$ cat config.mk
export PLATFORM = sky130hd
export DESIGN_NAME = sw_datapath
export DESIGN_NICKNAME = d
export VERILOG_FILES = /design/src/rtl/sw_datapath.sv
export SDC_FILE = /design/constraint.sdc
export NUM_CORES = 2
export LEC_CHECK = 0
export CORE_MARGIN = 2
export CORE_UTILIZATION = 50
export DETAILED_ROUTE_END_ITERATION = 6
export PLACE_DENSITY_LB_ADDON = 0.3
export SYNTH_ARGS = -nofsm -noshare
export SYNTH_HDL_FRONTEND = slang
export SYNTH_MEMORY_MAX_BITS = 65536
export SYNTH_SLANG_ARGS = --single-unit
$ cat constraint.sdc
create_clock -name clk -period 5.15 [get_ports clk]
set_input_delay 1.03 -clock clk [delete_from_list [all_inputs] [get_ports clk]]
set_output_delay 1.03 -clock clk [all_outputs]
set_load 0.03 [all_outputs]
$ cat src/rtl/sw_datapath.sv
// sw_datapath: multi-cycle store-word engine (register read, address ALU, memory write).
// Optional macro SW_BYPASS_EN forwards a same-cycle host register write into the READ capture.
module sw_datapath #(
  parameter int DATA_W = 16,
  parameter int MEM_AW = 8,
  parameter int RF_AW  = 5
) (
  input  logic              clk,
  input  logic              rst_n,
  input  logic              start,
  input  logic [RF_AW-1:0]  rs,
  input  logic [RF_AW-1:0]  rt,
  input  logic [7:0]        offset,
  input  logic [3:0]        ALU_Sel,
  input  logic              rf_we,
  input  logic [RF_AW-1:0]  rf_waddr,
  input  logic [DATA_W-1:0] rf_wdata,
  input  logic [MEM_AW-1:0] dbg_addr,
  output logic [DATA_W-1:0] dbg_data,
  output logic              busy,
  output logic              done,
  output logic              MemWrite,
  output logic [DATA_W-1:0] ALUout,
  output logic [DATA_W-1:0] W_RD1,
  output logic [DATA_W-1:0] W_RD2
);

  // Handshake: start is sampled only in IDLE (never queued); busy is high in every
  // other state; done is a one-cycle pulse in DONE, after which IDLE accepts again.
  typedef enum logic [2:0] {S_IDLE, S_READ, S_ADDR, S_WRITE, S_DONE} state_t;

  state_t              state_q, state_d;
  logic [RF_AW-1:0]    rs_q, rs_d, rt_q, rt_d;
  logic [7:0]          off_q, off_d;
  logic [3:0]          sel_q, sel_d;
  logic [DATA_W-1:0]   rd1_q, rd1_d, rd2_q, rd2_d, alu_q, alu_d;
  logic [DATA_W-1:0]   rf_rd1, rf_rd2, off_sext, alu_res;
  logic                fwd_rs, fwd_rt;

  logic [DATA_W-1:0]   rf  [2**RF_AW];
  logic [DATA_W-1:0]   mem [2**MEM_AW];

`ifdef SW_BYPASS_EN
  assign fwd_rs = rf_we && (rf_waddr == rs_q) && (rs_q != '0);
  assign fwd_rt = rf_we && (rf_waddr == rt_q) && (rt_q != '0);
`else
  assign fwd_rs = 1'b0;
  assign fwd_rt = 1'b0;
`endif

  // R0 is hardwired to zero on the read side; its storage is never written.
  assign rf_rd1 = fwd_rs ? rf_wdata : ((rs_q == '0) ? '0 : rf[rs_q]);
  assign rf_rd2 = fwd_rt ? rf_wdata : ((rt_q == '0) ? '0 : rf[rt_q]);

  assign off_sext = {{(DATA_W-8){off_q[7]}}, off_q};
  assign alu_res  = (sel_q == 4'b0001) ? (rd1_q - off_sext) : (rd1_q + off_sext);

  always_comb begin
    state_d  = state_q;
    rs_d     = rs_q;
    rt_d     = rt_q;
    off_d    = off_q;
    sel_d    = sel_q;
    rd1_d    = rd1_q;
    rd2_d    = rd2_q;
    alu_d    = alu_q;
    busy     = (state_q != S_IDLE);
    done     = (state_q == S_DONE);
    MemWrite = (state_q == S_WRITE);
    case (state_q)
      S_IDLE: begin
        if (start) begin
          rs_d    = rs;
          rt_d    = rt;
          off_d   = offset;
          sel_d   = ALU_Sel;
          state_d = S_READ;
        end
      end
      S_READ: begin
        rd1_d   = rf_rd1;
        rd2_d   = rf_rd2;
        state_d = S_ADDR;
      end
      S_ADDR: begin
        alu_d   = alu_res;
        state_d = S_WRITE;
      end
      S_WRITE: state_d = S_DONE;
      S_DONE:  state_d = S_IDLE;
      default: state_d = S_IDLE;
    endcase
  end

  always_ff @(posedge clk or negedge rst_n) begin
    if (!rst_n) begin
      state_q <= S_IDLE;
      rs_q    <= '0;
      rt_q    <= '0;
      off_q   <= '0;
      sel_q   <= '0;
      rd1_q   <= '0;
      rd2_q   <= '0;
      alu_q   <= '0;
    end else begin
      state_q <= state_d;
      rs_q    <= rs_d;
      rt_q    <= rt_d;
      off_q   <= off_d;
      sel_q   <= sel_d;
      rd1_q   <= rd1_d;
      rd2_q   <= rd2_d;
      alu_q   <= alu_d;
    end
  end

  // Storage arrays are not reset; an async reset before the WRITE edge leaves
  // state_q in IDLE, so the pending store is dropped.
  always_ff @(posedge clk) begin
    if (rf_we && (rf_waddr != '0)) rf[rf_waddr] <= rf_wdata;
    if (state_q == S_WRITE) mem[alu_q[MEM_AW-1:0]] <= rd2_q;
  end

  assign dbg_data = mem[dbg_addr];
  assign ALUout   = alu_q;
  assign W_RD1    = rd1_q;
  assign W_RD2    = rd2_q;

endmodule

==> impl_metrics.toml <==
[yosys]
synth_edf_count = 4608
synth_top_area_share_pct = 75.0
synth_cell_types = 50
synthCells = 8447
seq_area_frac_synth_pct = 76.0
netlist.top_cell.by_area = "edfxtp_1"
synth-main-ff-cell = "edfxtp_1"
synth_area_leaders = "edfxtp_1 (75%), mux4_2 (15%), mux2i_1 (3.1%), dfrtp_1 (0.99%), nor2_1 (0.97%)"
netlist_area_um2 = 185000
synth_seq_cells = 4681
async_flop_share_pct = 1.56
synth_warnings = 0
avgSynthCellArea_um2 = 21.9

[die]
pin_count = 122
die_h_um = 612
std_cell_rows = 223
die_x_um = 612
core_area_um2 = 368000
dieArea_um2 = 374000
start_util_pct = 50.1

[worst_setup_path]
crit_slowest_cell = "a211o_1"
worstPathBufferInverterCount = 7
worst-setup-path-type = "in -> out"
cp_slowest_stage_delay_ps = 410
cp_top_family = "buffers and inverters"
end_kind = "primary output"
start_kind = "primary input"
crit_chain = "buf_12 > buf_12 > buf_16 > mux4_2 > mux2i_1 > buf_4 > a22oi_2 > nand4_1 > a211o_1 > buf_12 > a21oi_2 > buf_4 > buf_4"
arrival_ps = 4180
crit_required_ps = 4120
crit_fanout = 45

[timing]
setup_violations = 6
fmax_mhz = 192
clock_skew_ps = 45.5
fin_setup_tns_ps = -137
hold_slack_ps = 81.1
slew_violations = 0
setup_ws_ps = -55.1
rsz0062_at_grt = "yes"
worst-slew-pin-transition_ps = 1440
slew_headroom_pct = 4.13
final_hold_viol_count = 0
post-route-min-period_ps = 5210
fin_crit_sh_pct = 101

[cells_and_area]
fin_nets = 9437
final_common_cell = "edfxtp_1"
stdcell_area_um2 = 213000
nFillCells = 26100
ff_latch_area_um2 = 140000
drive_above_1_share_pct = 29.7
area.growth.synth_to_final_pct = 15.2
multi_input_area_um2 = 42400
final_cell_mix = "edfxtp_1 (4608), mux4_2 (1254), buf_4 (703)"

[power_and_ir_drop]
peakVddDrop_uv = 568
p_per_area_nw_per_um2 = 459
p_leak_nw = 68.9

[cts]
clk_latency_ps = 1000
htreeDepth = 5
cts_buffers = 454
clk_pin_slew_worst_paths_ps = 60
cts-root-buf = "clkbuf_16"
cts_num_sinks = 4681
cts_tree = "done"
clockBufferDepth = 4

[placed_design]
dp_hpwl_um = 288000
gp_congestion = 0.912
place_area_um2 = 197000
io_buffers = 121

[global_route]
grt_max_degree = 207
antenna_found_initial = 33
grt.total_usage_pct = 25.4
gr-total-overflow = 0
grt_pass1_wl_um = 678000
grt_pass1_vias = 92100

[routing]
drt_iter0_markers = 13100
via_per_inst = 6.37
via_count = 93000
drc = 0
drt_wl_total_um = 480000
routedWlPerCell_um = 32.9
drt-pass1-iter-count = 5
antenna_left = 0

[status]
violations = "setup timing"
outcome = "finished with violations"

[job]
maxCapViolCount = 0

[worst_hold_path]
hold_path_class = "in -> async"
-- per-layer routing --
layer	wire length, um	track usage [%]	vias to the layer above
met5	126	0	-
met4	16600	8.14	18
met3	52200	5.61	725
met2	224000	38.9	5212
met1	187000	36.6	49500
li1	-	-	37600
-- where the power goes --
| group | switching (W) | leakage, nW | internal [W] | total [W] |
|---|---|---|---|---|
| sequential | 0.00155 | 42.8 | 0.0465 | 0.0480 |
| combinational | 0.0116 | 19.0 | 0.00532 | 0.0169 |
| clock | 0.0140 | 7.07 | 0.0187 | 0.0327 |
| total | 0.0272 | 68.9 | 0.0704 | 0.0976 |
-- sequential cells by signal, indices dropped and copies added, names as in the netlist --
| register | count |
|---|---|
| ALUout | 16 |
| W_RD1 | 16 |
| W_RD2 | 16 |
| mem | 4096 |
| off_q | 8 |
| rf | 512 |
| rs_q | 5 |
| rt_q | 5 |
| sel_q | 4 |
| state_q | 3 |
-- what timing repair did --
item,CTS,global route
hold buffers,0,0
gates resized for setup,82,17
endpoints found under the setup margin,16,10
endpoints found under the hold margin,0,0
cloned,8,4
buffers inserted,23,9
pin swaps,24,16
-- cells by family (layout without fill, tap and decap cells) --
| logic type | Yosys count | after routing | synth area share, % |
|---|---|---|---|
| AO/OA/AOI/OAI | 627 | 627 | 2.21 |
| XOR/XNOR | 16 | 16 | 0.0759 |
| buffers and inverters | 509 | 1793 | 1.36 |
| other | 1 | 32 | 0.00203 |
| flip-flops | 4681 | 4681 | 76.0 |
| multiplexers | 1842 | 1842 | 18.5 |
| AND/OR/NAND/NOR | 753 | 753 | 1.77 |
| adder cells (fa/ha/maj) | 18 | 18 | 0.126 |
-- layout make-up --
class                   instances  share of cell area [%]
diodes                         16                  0.0188
clock buffers                 575                    5.69
clock inverters               263                    1.16
inverters                      11                  0.0194
multi-input cells            3272                    20.0
flip-flops and latches       4681                    66.0
well taps                    4837                    2.85
repair buffers                944                    4.34
-- Yosys cell counts, types with 44 or more instances --
| library cell | n |
|---|---|
| clkbuf_1 | 236 |
| edfxtp_1 | 4608 |
| mux4_2 | 1254 |
| o21ai_0 | 104 |
| a21oi_1 | 130 |
| buf_2 | 122 |
| buf_1 | 45 |
| nand2_1 | 83 |
| o221ai_1 | 62 |
| nor2_1 | 476 |
| a22oi_1 | 128 |
| o22ai_1 | 95 |
| mux2i_1 | 568 |
| buf_4 | 73 |
| dfrtp_1 | 73 |
| nor3_1 | 44 |
-- metrics by stage --
| step | utilization (%) | power, W | setup slack (ps) | cells |
|---|---|---|---|---|
| global placement | 53.4 | 0.0648 | -1040 | 13700 |
| global route | 57.7 | 0.100 | -5.22 | 14600 |
| floorplan | - | 0.0585 | 758 | 8462 |
| detailed placement | 53.5 | 0.0654 | -897 | 13700 |
| CTS | 57.7 | 0.0978 | -14.5 | 14600 |
| finish | 57.7 | 0.0976 | -55.1 | 14600 |
-- worst paths after layout --
check                            startpoint            to  slack (ps)  depth (start not counted)
max in group asynchronous             rst_n      W_RD2[4]        4140                          2
worst max register to register    ALUout[3]   mem[23][12]         650                          5
worst min register to register   ALUout[13]    ALUout[13]         510                          2
worst min-delay path                  rst_n      sel_q[1]          80                          1
min in group clk                 ALUout[13]    ALUout[13]         510                          2
worst max-delay path            dbg_addr[1]  dbg_data[12]         -60                         13
Power figures use the tool's default switching activity.
